--- config.mk ---
export PLATFORM = sky130hd
export DESIGN_NAME = alu_seq
export DESIGN_NICKNAME = d
export VERILOG_FILES = /design/src/rtl/alu_pkg.sv /design/src/rtl/alu_mul_seq.sv /design/src/rtl/alu_seq.sv
export SDC_FILE = /design/constraint.sdc
export NUM_CORES = 1
export LEC_CHECK = 0
export ABC_AREA = 1
export ABC_CLOCK_PERIOD_IN_PS = 3000
export CAP_MARGIN = 30
export CORE_UTILIZATION = 58
export CTS_CLUSTER_DIAMETER = 100
export CTS_CLUSTER_SIZE = 8
export DETAILED_ROUTE_END_ITERATION = 6
export GPL_ROUTABILITY_DRIVEN = 0
export PLACE_DENSITY = 0.81
export SLEW_MARGIN = 30
export SYNTH_ARGS = -nofsm -noshare
export SYNTH_HDL_FRONTEND = slang
export SYNTH_SLANG_ARGS = --single-unit
--- constraint.sdc ---
create_clock -name hz100 -period 3 [get_ports hz100]
set_input_delay 0.45 -clock hz100 [delete_from_list [all_inputs] [get_ports hz100]]
set_output_delay 0.45 -clock hz100 [all_outputs]
set_load 0.02 [all_outputs]
--- src/rtl/alu_pkg.sv ---
// Shared types for the registered ALU: opcode and FSM state encodings,
// plus the legal-opcode check used by the result decode.
package alu_pkg;

    typedef enum logic [3:0] {
        OP_ADD = 4'd0,
        OP_SUB = 4'd1,
        OP_NOT = 4'd2,
        OP_AND = 4'd3,
        OP_OR  = 4'd4,
        OP_XOR = 4'd5,
        OP_SHL = 4'd6,
        OP_SHR = 4'd7,
        OP_ASR = 4'd8,
        OP_MUL = 4'd9
    } op_e;

    typedef enum logic [1:0] {
        IDLE = 2'd0,
        MUL  = 2'd1,
        HOLD = 2'd2
    } state_e;

    localparam logic [3:0] OP_LAST = 4'd9;

    typedef struct packed {
        logic n;
        logic z;
        logic v;
        logic c;
    } flags_t;

    function automatic logic is_legal_op(input logic [3:0] op);
        return op <= OP_LAST;
    endfunction

endpackage

--- src/rtl/alu_mul_seq.sv ---
// Unsigned shift-add multiplier: one partial-product step per clock, WIDTH steps.
// done pulses combinationally during the last step; product is valid with it.
module alu_mul_seq
    import alu_pkg::*;
#(
    parameter int WIDTH = 8
) (
    input  logic                 hz100,
    input  logic                 reset,
    input  logic                 start,
    input  logic [WIDTH-1:0]     a,
    input  logic [WIDTH-1:0]     b,
    output logic                 done,
    output logic [2*WIDTH-1:0]   product
);

    localparam int CW = $clog2(WIDTH);

    logic                 busy_q, busy_d;
    logic [CW-1:0]        cnt_q, cnt_d;
    logic [WIDTH-1:0]     mcand_q, mcand_d;
    logic [2*WIDTH-1:0]   acc_q, acc_d;
    logic [WIDTH:0]       sum;
    logic [2*WIDTH-1:0]   step;

    // acc holds {partial sum, remaining multiplier bits}; each step adds the
    // multiplicand when the current LSB is set, then shifts right by one.
    always_comb begin
        sum     = {1'b0, acc_q[2*WIDTH-1:WIDTH]} + (acc_q[0] ? {1'b0, mcand_q} : '0);
        step    = {sum, acc_q[WIDTH-1:1]};
        busy_d  = busy_q;
        cnt_d   = cnt_q;
        mcand_d = mcand_q;
        acc_d   = acc_q;
        done    = 1'b0;
        if (start) begin
            busy_d  = 1'b1;
            cnt_d   = '0;
            mcand_d = a;
            acc_d   = {{WIDTH{1'b0}}, b};
        end else if (busy_q) begin
            acc_d = step;
            cnt_d = cnt_q + 1'b1;
            if (cnt_q == CW'(WIDTH - 1)) begin
                done   = 1'b1;
                busy_d = 1'b0;
            end
        end
        product = step;
    end

    always_ff @(posedge hz100) begin
        if (reset) begin
            busy_q  <= 1'b0;
            cnt_q   <= '0;
            mcand_q <= '0;
            acc_q   <= '0;
        end else begin
            busy_q  <= busy_d;
            cnt_q   <= cnt_d;
            mcand_q <= mcand_d;
            acc_q   <= acc_d;
        end
    end

endmodule

--- src/rtl/alu_seq.sv ---
// Registered WIDTH-bit ALU with valid/ready on both sides; single-cycle ops
// complete on the accept edge, MUL runs through the shift-add sub-block.
//
// state | meaning
// IDLE  | may accept an op; single-cycle results load directly from here
// MUL   | multiplier stepping, input side stalled
// HOLD  | MUL result presented, waiting for out_ready before accepting again
module alu_seq
    import alu_pkg::*;
#(
    parameter int WIDTH = 8
) (
    input  logic             hz100,
    input  logic             reset,
    input  logic             in_valid,
    output logic             in_ready,
    input  logic [3:0]       op,
    input  logic [WIDTH-1:0] a,
    input  logic [WIDTH-1:0] b,
    input  logic             cin,
    output logic             out_valid,
    input  logic             out_ready,
    output logic [WIDTH-1:0] m,
    output logic [WIDTH-1:0] m_hi,
    output logic             flag_n,
    output logic             flag_z,
    output logic             flag_v,
    output logic             flag_c,
    output logic             err
);

    localparam int SHW = $clog2(WIDTH);
    localparam int MSB = WIDTH - 1;

    state_e               state_q, state_d;
    logic                 out_valid_q, out_valid_d;
    logic [WIDTH-1:0]     m_q, m_d;
    logic [WIDTH-1:0]     m_hi_q, m_hi_d;
    flags_t               flags_q, flags_d;
    logic                 err_q, err_d;

    logic                 accept;
    logic                 mul_start;
    logic                 mul_done;
    logic [2*WIDTH-1:0]   mul_product;

    logic [WIDTH-1:0]     alu_m;
    logic                 alu_c, alu_v, alu_err;
    logic [SHW-1:0]       sh;
    logic [WIDTH:0]       sum, diff, shl, shr;
    logic signed [WIDTH:0] asr;

    assign in_ready  = (state_q == IDLE) && (!out_valid_q || out_ready);
    assign accept    = in_valid && in_ready;
    assign mul_start = accept && (op == OP_MUL);

    alu_mul_seq #(.WIDTH(WIDTH)) u_mul (
        .hz100   (hz100),
        .reset   (reset),
        .start   (mul_start),
        .a       (a),
        .b       (b),
        .done    (mul_done),
        .product (mul_product)
    );

    // Shifts run one bit wider than the operand so the extra bit catches the
    // last bit shifted out, which becomes the carry flag (zero when sh == 0).
    always_comb begin
        sh      = b[SHW-1:0];
        sum     = {1'b0, a} + {1'b0, b} + {{WIDTH{1'b0}}, cin};
        diff    = {1'b0, a} - {1'b0, b} - {{WIDTH{1'b0}}, cin};
        shl     = {1'b0, a} << sh;
        shr     = {a, 1'b0} >> sh;
        asr     = $signed({a, 1'b0}) >>> sh;
        alu_m   = '0;
        alu_c   = 1'b0;
        alu_v   = 1'b0;
        alu_err = !is_legal_op(op);
        case (op)
            OP_ADD: begin
                alu_m = sum[WIDTH-1:0];
                alu_c = sum[WIDTH];
                alu_v = (a[MSB] == b[MSB]) && (sum[MSB] != a[MSB]);
            end
            OP_SUB: begin
                alu_m = diff[WIDTH-1:0];
                alu_c = diff[WIDTH];
                alu_v = (a[MSB] != b[MSB]) && (diff[MSB] != a[MSB]);
            end
            OP_NOT: alu_m = ~a;
            OP_AND: alu_m = a & b;
            OP_OR:  alu_m = a | b;
            OP_XOR: alu_m = a ^ b;
            OP_SHL: begin
                alu_m = shl[WIDTH-1:0];
                alu_c = shl[WIDTH];
            end
            OP_SHR: begin
                alu_m = shr[WIDTH:1];
                alu_c = shr[0];
            end
            OP_ASR: begin
                alu_m = asr[WIDTH:1];
                alu_c = asr[0];
            end
            default: ;
        endcase
    end

    always_comb begin
        state_d     = state_q;
        out_valid_d = out_valid_q && !out_ready;
        m_d         = m_q;
        m_hi_d      = m_hi_q;
        flags_d     = flags_q;
        err_d       = err_q;
        case (state_q)
            IDLE: begin
                if (accept) begin
                    if (op == OP_MUL) begin
                        state_d = MUL;
                    end else begin
                        out_valid_d = 1'b1;
                        m_d         = alu_m;
                        m_hi_d      = '0;
                        flags_d     = {alu_m[MSB], ~|alu_m, alu_v, alu_c};
                        err_d       = alu_err;
                    end
                end
            end
            MUL: begin
                if (mul_done) begin
                    out_valid_d = 1'b1;
                    m_d         = mul_product[WIDTH-1:0];
                    m_hi_d      = mul_product[2*WIDTH-1:WIDTH];
                    flags_d     = {mul_product[MSB], ~|mul_product[WIDTH-1:0], 1'b0,
                                   |mul_product[2*WIDTH-1:WIDTH]};
                    err_d       = 1'b0;
                    state_d     = HOLD;
                end
            end
            HOLD: begin
                if (out_ready) state_d = IDLE;
            end
            default: state_d = IDLE;
        endcase
    end

    always_ff @(posedge hz100) begin
        if (reset) begin
            state_q     <= IDLE;
            out_valid_q <= 1'b0;
            m_q         <= '0;
            m_hi_q      <= '0;
            flags_q     <= '0;
            err_q       <= 1'b0;
        end else begin
            state_q     <= state_d;
            out_valid_q <= out_valid_d;
            m_q         <= m_d;
            m_hi_q      <= m_hi_d;
            flags_q     <= flags_d;
            err_q       <= err_d;
        end
    end

    assign out_valid = out_valid_q;
    assign m         = m_q;
    assign m_hi      = m_hi_q;
    assign flag_n    = flags_q.n;
    assign flag_z    = flags_q.z;
    assign flag_v    = flags_q.v;
    assign flag_c    = flags_q.c;
    assign err       = err_q && out_valid_q;

endmodule
# --- Word level (Yosys, flattened, before mapping) ---
# Index checks and enable logic that the tools add are counted.
# Widths: inputs -> output; s select.
totals:
  out_inout_bits: 23
  regBits: 52
  input_bits: 25
  word_cells: 109
classes:
  n_shift: 3
  n_reduce_logical: 23
  addsub: 6
  n_eq_ne: 21
  bitwise: 4
  n_lt_le_gt_ge: 1
  muxes: 37
ops:
  columns: ["op", "n"]
  rows:
  - ["$mux 8", 9]
  - ["$pmux 8 s9", 1]
  - ["$pmux 8 s2", 2]
  - ["$reduce_or 8->1", 3]
  - ["$add 8x8->9", 2]
  - ["$eq 4x3->1 const B", 4]
  - ["$mux 1", 12]
  - ["$mux 4", 3]
  - ["$add 9x1->9", 1]
  - ["$shl 8x3->9", 1]
  - ["$shr 9x3->9", 1]
  - ["$sshr 9x3->9", 1]
  - ["$sub 8x8->9", 1]
  - ["$sub 9x1->9", 1]
  - ["$and 8x8->8", 1]
  - ["$eq 4x2->1 const B", 2]
  - ["$eq 4x4->1 const B", 2]
  - ["$mux 2", 4]
  - ["$ne 2x2->1 const B", 4]
  - ["$not 8->8", 1]
  - ["$or 8x8->8", 1]
  - ["$pmux 4 s2", 1]
  - ["$reduce_and 4->1", 2]
  - ["$xor 8x8->8", 1]
  - ["19 further kinds", 34]

# --- Longest topological paths before layout ---
# Gate-level depths: netlist of the first run.
depth:
  ltp_word: 8
  mapped_depth: 16
  ltp_nobuf: 16

# --- Modules after synthesis ---
# A second synthesis of the first run with hierarchy kept.
unflattened:
  hier_cells: 796
  hier_area_um2: 4805.9
modules_own_cells:
  columns: ["module", "seq_area_each_um2", "cells_per_inst", "n_inst", "area_per_inst_um2"]
  rows:
  - ["alu_seq", 460.4, 568, 1, 3200.6]
  - ["alu_mul_seq", 560.5, 228, 1, 1605.3]

# --- Worst setup path after synthesis of the first run ---
# No wires, ideal clock.
synth_path:
  path_type: "input -> register"
  from: "input a[7]"
  to: "register flags_q (netlist bit flag_c)"
  path_stages: 11
  n_path_buf: 1
  t_arrival_ns: 2.266
  setup_time_ns: 0.120
  slack_ns: 0.615
  path_cell_list: "clkbuf_1 -> inv_1 -> ha_1 -> ha_1 -> a21o_1 -> a31oi_1 -> nand3_1 -> nand3_1 -> nand3_1 -> a21oi_1 -> a21oi_1"
synth_via:
  elab_chain_len: 6
  elab_cells_between_ends: 11
synth_lines:
  columns: ["item", "line", "text"]
  rows:
  - ["start, declared", "alu_seq.sv:18", "input logic [WIDTH-1:0] a,"]
  - ["$sub 8x8->9 or $add 8x8->9 (tied branches)", "alu_seq.sv:72, alu_seq.sv:71", null]
  - ["$sub 9x1->9 or $add 9x1->9 (tied branches)", "alu_seq.sv:72, alu_seq.sv:71", null]
  - ["$pmux 1 s5 (*)", "alu_seq.sv:80", "case (op)"]
  - ["$mux 4 (*)", "alu_seq.sv:121", "if (op == OP_MUL) begin"]
  - ["$mux 4 (*)", "alu_seq.sv:120", "if (accept) begin"]
  - ["$pmux 4 s2 (*)", "alu_seq.sv:118", "case (state_q)"]
  - ["end signal, assigned", "alu_seq.sv:163", "flags_q <= flags_d;"]
  - ["end, declared", "alu_seq.sv:39", "flags_t flags_q, flags_d;"]
# Every way passes the cells marked *; elsewhere a longest branch is shown, timed or not. The select of a mux whose other input is x is not followed.
# A chain may end at the register's enable or synchronous reset.

# --- Final worst setup path of the first run ---
layout_path:
  from: "input b[0]"
  to: "register flags_q (netlist bit flag_z)"
layout_via:
  elab_chain_len: 8
  elab_cells_between_ends: 16
layout_lines:
  columns: ["item", "line", "text"]
  rows:
  - ["start, declared", "alu_seq.sv:19", "input logic [WIDTH-1:0] b,"]
  - ["$sub 8x8->9 or $add 8x8->9 (tied branches)", "alu_seq.sv:72, alu_seq.sv:71", null]
  - ["$sub 9x1->9 or $add 9x1->9 (tied branches)", "alu_seq.sv:72, alu_seq.sv:71", null]
  - ["$pmux 8 s9 (*)", "alu_seq.sv:80", null]
  - ["$reduce_or 8->1 (*)", "alu_seq.sv:127", "flags_d = {alu_m[MSB], ~|alu_m, alu_v, alu_c};"]
  - ["$logic_not 1->1 (*)", "alu_seq.sv:127", null]
  - ["$mux 4 (*)", "alu_seq.sv:121", null]
  - ["$mux 4 (*)", "alu_seq.sv:120", null]
  - ["$pmux 4 s2 (*)", "alu_seq.sv:118", null]
# Marks and branches as above.

==> results of run 1 <==
-- power by group --
part | leakage (nW) | switching (mW) | internal [mW]
sequential | 0.414 | 0.0139 | 0.699
combinational | 2.22 | 0.371 | 0.236
clock | 0.0412 | 0.223 | 0.163
total | 2.68 | 0.607 | 1.10
-- flip-flops by register name, indices dropped and copies added, names as in the netlist --
register       cells
err_q              1
flag_c             1
flag_v             1
flag_z             1
m                  8
m_hi               8
out_valid          1
state_q            2
u_mul.acc_q       16
u_mul.busy_q       1
u_mul.cnt_q        3
u_mul.mcand_q      8
-- cell usage after synthesis (all sizes together), types with 4 or more instances --
| library cell | count |
|---|---|
| a21o | 5 |
| a21oi | 66 |
| a31oi | 5 |
| buf | 14 |
| clkbuf | 9 |
| dfxtp | 51 |
| fa | 5 |
| ha | 41 |
| inv | 83 |
| nand2 | 205 |
| nand3 | 68 |
| nand4 | 11 |
| nor2 | 78 |
| nor3 | 4 |
| o211ai | 6 |
| o21ai | 50 |
| o22ai | 4 |
| or2 | 5 |
| xor2 | 5 |
-- logic make-up after synthesis --
group | Yosys count
adders and majority gates | 46
buffers and inverters | 106
xor gates and xnor gates | 8
AOI/OAI and AO/OA | 143
DFF | 51
and+or+nand+nor | 379
-- worst min-delay path, cell delays in order (launching register included) --
cell and delay [ns]:
dfxtp_1 0.32, nand2_1 0.06, a21oi_1 0.05
-- through the flow --
step	hold WS, ns	area (µm²)	total power, mW	std cells	worst slack (ns)
finish	0.4647	5371	1.706	897	0.2529
global route	0.4878	5371	1.797	897	0.04811
CTS	0.4659	5371	1.692	897	0.2084
detailed placement	0.4522	5286	1.314	889	-0.1045
global placement	0.4518	5286	1.299	889	-0.01369
floorplan	0.4437	4549	1.092	733	0.6148
-- cell type report --
class | instances | area, µm²
multi-input combinational | 576 | 3099
fill | 663 | 2037
sequential | 51 | 1021
timing repair buffer | 80 | 730.7
inverter | 83 | 311.5
tap | 99 | 123.9
clock buffer | 6 | 72.57
clock inverter | 2 | 12.51
-- metal layers --
metal	track usage [%]	vias up	share of wire, %	routed length (µm)
li1	-	2533	-	-
met1	49.43	2363	43	6049
met2	55.68	319	44	6145
met3	7.323	30	12	1717
met4	7.661	0	1.3	189
met5	0	-	0	0
-- path summary, 6_finish.rpt --
kind	depth (start not counted)	end	slack [ns]	from
worst max-delay path	15	flag_z	0.25	b[0]
worst min-delay path	2	m_hi[6]	0.46	m_hi[6]
worst max register to register	12	flag_c	0.51	u_mul.acc_q[0]
worst min register to register	2	m_hi[6]	0.46	m_hi[6]
-- layout by cell type (no fill, tap or decap), drive strengths merged, types with 11 or more instances in the layout --
cell type / count
clkdlybuf4s50: 47
nand3: 68
ha: 41
buf: 33
dfxtp: 51
nand2: 205
o21ai: 50
inv: 83
nand4: 11
nor2: 78
a21oi: 66
==> flow_summary_export.csv, run 1 <==
group,metric,value,unit
status,outcome,"finished, final reports clean",
die,ios,48,
clock_tree,cts_root_buffer,"clkbuf_8",
setup_path,crit_path_cell_trace,"clkdlybuf4s50_1, inv_2, fa_1, fa_1, nand2_1, inv_1, o21ai_0, o211ai_1, nor2_1, nand2_1, nor2_1, nand3_1, nor2_1, nand2_1, a21oi_1",
finish,fin_nets,868,
clock_tree,post_cts_buffers,0,
routing,first_iter_violations,489,
placement,io_buffers,47,
job,max-cap-violations,0,
finish,drive_gt1_share,7.895,%
clock_tree,worstSkewPairLatency,0.30,ns
routing,drcViolationCount,0,
clock_tree,cts_made_buffers,5,
placement,dp_hpwl,11.20,mm
clock_tree,htreeDepth,2,
setup_path,crit_buf_inv,3,
die,rows,31,
die,die_area,8202,µm²
setup_path,crit_fanout,3,
timing,relSlewSlack,60.33,%
synth,yosysTopAreaCell,"dfxtp_1",
finish,fin_util,72.50,%
setup_path,cpMaxStageDelayCell,"clkdlybuf4s50_1",
global_routing,grt_pass1_vias,4842,
synth,ys_types,40,
setup_path,max_stage_delay,0.55,ns
synth,synthCells,733,
clock_tree,cts_resized,0,
timing,fin_crit_sh,91.57,%
die,core_area,7408,µm²
synth,syn_nets,804,
die,die_h,90.57,µm
synth,synthTopCellsByArea,"dfxtp_1 (22%), nand2_1 (17%), ha_1 (11%), nand3_1 (7.5%), a21oi_1 (7.2%)",
routing,routed_wl,14.10,mm
timing,hold_violations,0,
hold_path,hp-class,"flop to flop",
synth,synth_top_flop_cell,"dfxtp_1",
global_routing,grt-ovfl-total,0,
synth,synthSimpleGateAreaFrac,35.78,%
power,ir_drop,0.2566,mV
routing,drt_first_pass_iters,5,
synth,syn_area_per_cell,6.206,µm²
synth,yosysSeqAreaShare,22.44,%
global_routing,antenna_found_initial,0,
global_routing,grt_max_degree,29,
timing,period_needed,2.747,ns
synth,ys_ff_latch,51,
setup_path,crit_path_start_kind,"input port",
timing,setup_tns,0,ns
routing,ant_nets,0,
die,die_w,90.57,µm
routing,wl_per_cell,15.72,µm
timing,slew_viol_final,0,
setup_path,end_kind,"flop",
synth,async_flop_share,0,%
timing,rsz0062_at_grt,"false",
setup_path,crit_family,"adder cells",
global_routing,grt_pass1_wl,23.26,mm
finish,antenna_cells,0,
global_routing,grt_util_all_layers,35.32,%
synth,synth_area,4549,µm²
routing,vias,5245,
synth,synth_top_family_by_area,"simple AND/OR/NAND/NOR gates",
timing,fmax,364.0,MHz
synth,synth_top_area_share,22.44,%
synth,synth_edf_count,0,
clock_tree,cts_max_path_buffers,2,
setup_path,crit_arrival,2.99,ns
synth,synth-compound-area-share,17.33,%
synth,synthAdderAreaFrac,13.48,%
routing,vias_per_cell,5.847,
clock_tree,path_clk_slew,0.09,ns
clock_tree,cts.sinks,51,
clock_tree,cts_tree,"done",
setup_path,path_class,"input port to flop",
finish,area_delta_synth_final,18.07,%
synth,synthXorXnorAreaFrac,1.540,%
clock_tree,cts_hold_buf,0,
timing,skew,0.008522,ns
setup_path,cp.required,3.24,ns
power,cellLeakagePower,2.680,nW
die,start_util,61.41,%
timing,finalSetupViolCount,0,
synth,synth_warnings,0,
synth,synth.area.mux_share,0,%
power,powerDensity,317.6,nW/µm²
timing,worst_slew_pin_slew,0.5944,ns
No activity file was read; power rests on OpenSTA's default activity.
==> inputs of run 2 (changes only) <==
- CELL_PAD_IN_SITES_DETAIL_PLACEMENT: default -> 0
- CELL_PAD_IN_SITES_GLOBAL_PLACEMENT: default -> 1
- CORE_UTILIZATION: 58 -> 41
- PLACE_DENSITY: 0.81 -> default
- PLACE_DENSITY_LB_ADDON: default -> 0.1
- REMOVE_ABC_BUFFERS: default -> 1
- SYNTH_HIERARCHICAL: default -> 1
==> flow_summary_export.csv, run 2 <==
group,metric,value,unit
timing,rsz0062_at_grt,"false",
power,ir_drop,0.3336,mV
placement,placed_cells,994,
finish,drive_gt1_share,9.430,%
global_routing,grt_pass1_wl,23.87,mm
hold_path,hp-class,"flop to flop",
synth,synth_warnings,6,
routing,drcViolationCount,0,
global_routing,grt_pass1_vias,4720,
synth,async_flop_share,0,%
global_routing,antenna_found_initial,0,
clock_tree,path_clk_slew,0.07,ns
clock_tree,cts.sinks,51,
routing,ant_nets,0,
die,die_w,110.3,µm
synth,synth_area,4806,µm²
setup_path,path_class,"input port to flop",
synth,yosysSeqAreaShare,21.24,%
job,max-cap-violations,0,
finish,antenna_cells,0,
global_routing,grt_util_all_layers,25.79,%
clock_tree,cts_hold_buf,0,
setup_path,cpMaxStageDelayCell,"clkdlybuf4s50_1",
timing,hold_violations,0,
synth,synth_top_flop_cell,"dfxtp_1",
placement,dp_hpwl,12.37,mm
clock_tree,cts_tree,"done",
routing,first_iter_violations,586,
timing,slew_viol_final,0,
die,die_area,12160,µm²
power,cellLeakagePower,3.021,nW
setup_path,crit_path_frequent_cell,"nor2_1",
global_routing,grt-ovfl-total,0,
setup_path,crit_arrival,3.08,ns
die,rows,39,
synth,yosysTopAreaCell,"dfxtp_1",
die,die_h,110.3,µm
synth,syn_area_per_cell,6.038,µm²
finish,regMostFlops,"u_mul/acc_q",
finish,area_delta_synth_final,19.06,%
power,powerDensity,355.7,nW/µm²
setup_path,crit_path_start_kind,"input port",
die,ios,48,
global_routing,grt_max_degree,20,
setup_path,max_stage_delay,0.57,ns
finish,fin_nets,929,
synth,synthCells,796,
finish,multiInputGateArea,3194,µm²
placement,io_buffers,47,
finish,final_common_cell,"nand2_1",
status,outcome,"finished, final reports clean",
setup_path,crit_fanout,4,
die,core_area,11420,µm²
finish,regArea,1021,µm²
finish,layoutNonFillerInstCount,1002,
timing,worst_slew_pin_slew,0.8942,ns
routing,drt_first_pass_iters,5,
finish,fill_cells,1199,
finish,largest_reg_flops,16,
routing,wl_per_cell,15.18,µm
clock_tree,worstSkewPairLatency,0.29,ns
timing,setup_tns,0,ns
timing,fin_crit_sh,95.27,%
synth,synthTopCellsByArea,"dfxtp_1 (21%), nand2_1 (18%), ha_1 (11%), nor2_1 (8.2%), nand3_1 (7.5%)",
finish,layout_common_cells,"nand2_1 (233), nor2_1 (105), inv_1 (96), nand3_1 (72), dfxtp_1 (51)",
setup_path,cp.required,3.23,ns
timing,skew,0.007017,ns
timing,fmax,349.9,MHz
clock_tree,htreeDepth,2,
timing,finalSetupViolCount,0,
synth,synth.most_common_cell,"nand2_1",
setup_path,end_kind,"flop",
clock_tree,cts_max_path_buffers,2,
placement,dpl_cell_area,5542,µm²
synth,yosys-top-cells-count,"nand2_1 (234), nor2_1 (105), inv_1 (96)",
timing,period_needed,2.858,ns
synth,ys_ff_latch,51,
timing,relSlewSlack,40.17,%
synth,synth_edf_count,0,
clock_tree,cts_made_buffers,5,
synth,synth_top_area_share,21.24,%
routing,routed_wl,15.21,mm
routing,vias,5196,
setup_path,crit_path_cell_trace,"clkdlybuf4s50_1, inv_2, fa_1, fa_1, xnor2_1, nand2_1, nand2_1, nor2_1, nand3_1, nor2_1, nand3_1, nor2_1, nand4_1, a21oi_1",
die,start_util,42.09,%
synth,ys_types,41,
clock_tree,cts_root_buffer,"clkbuf_16",
routing,vias_per_cell,5.186,
finish,design_area,5722,µm²
[run 2: cell type report]
| class | count | area share, % |
|---|---|---|
| well taps | 143 | 3.127 |
| inverters | 105 | 6.888 |
| repair buffers | 85 | 13.21 |
| multi-input cells | 610 | 55.83 |
| clock buffers | 6 | 2.427 |
| clock inverters | 2 | 0.6779 |
| flip-flops and latches | 51 | 17.84 |
[run 2: path summary, 6_finish.rpt]
| check | startpoint | end | slack [ns] | cells after the start |
|---|---|---|---|---|
| setup reg to reg | state_q[1] | flag_z | 0.50 | 15 |
| hold / removal | m_hi[1] | m_hi[1] | 0.46 | 2 |
| hold reg to reg | m_hi[1] | m_hi[1] | 0.46 | 2 |
| setup / recovery | b[0] | flag_z | 0.14 | 14 |
[run 2: report_power, final]
group          leakage (nW)  total [mW]  switching [mW]  internal [mW]
combinational          2.52       0.636           0.390          0.245
clock                0.0875       0.677           0.258          0.420
sequential            0.414       0.722          0.0187          0.704
total                  3.02        2.04           0.667           1.37
[run 2: routing by layer]
layer | track usage [%] | wire length [µm] | vias to the layer above | share of wire [%]
li1 | - | - | 2661 | -
met4 | 2.256 | 75 | 0 | 0.49
met3 | 4.056 | 1030 | 9 | 6.8
met1 | 37.92 | 7404 | 2370 | 49
met2 | 40.82 | 6700 | 156 | 44
met5 | 0 | 0 | - | 0
[run 2: cells by family after synthesis]
logic type	count (synthesis)	synth area share, %
simple gates	463	41.01
flops	51	21.24
buf+inv	135	12.34
xor+xnor	7	1.276
compound gates	94	11.38
fa+ha+maj	46	12.76
[run 2: metrics by stage]
| stage | hold slack (ns) | util, % | total power [mW] | setup WS, ns |
|---|---|---|---|---|
| 2_1_floorplan | 0.4351 | - | 1.101 | 0.3719 |
| 3_3_place_gp | 0.4508 | 48.53 | 1.359 | -0.1603 |
| 3_5_place_dp | 0.4559 | 48.53 | 1.363 | -0.2156 |
| 4_1_cts | 0.4653 | 50.09 | 2.042 | 0.09591 |
| 5_1_grt | 0.4754 | 50.11 | 2.149 | 0.00001932 |
| 6_report | 0.4637 | 50.11 | 2.035 | 0.1418 |
[run 2: repair_timing]
| item | in CTS | in global routing |
|---|---|---|
| resized for setup | 0 | 2 |
| buffers inserted | 0 | 0 |
| endpoints found under the setup margin | 0 | 3 |
[run 2: worst max-delay path, delay by kind of cell]
kind / cells / cell delay [ns]
adder cells (fa/ha/maj): 2 / 0.88
AND/OR/NAND/NOR: 8 / 0.84
buffers and inverters: 2 / 0.64
XOR/XNOR: 1 / 0.15
AO/OA/AOI/OAI: 1 / 0.13
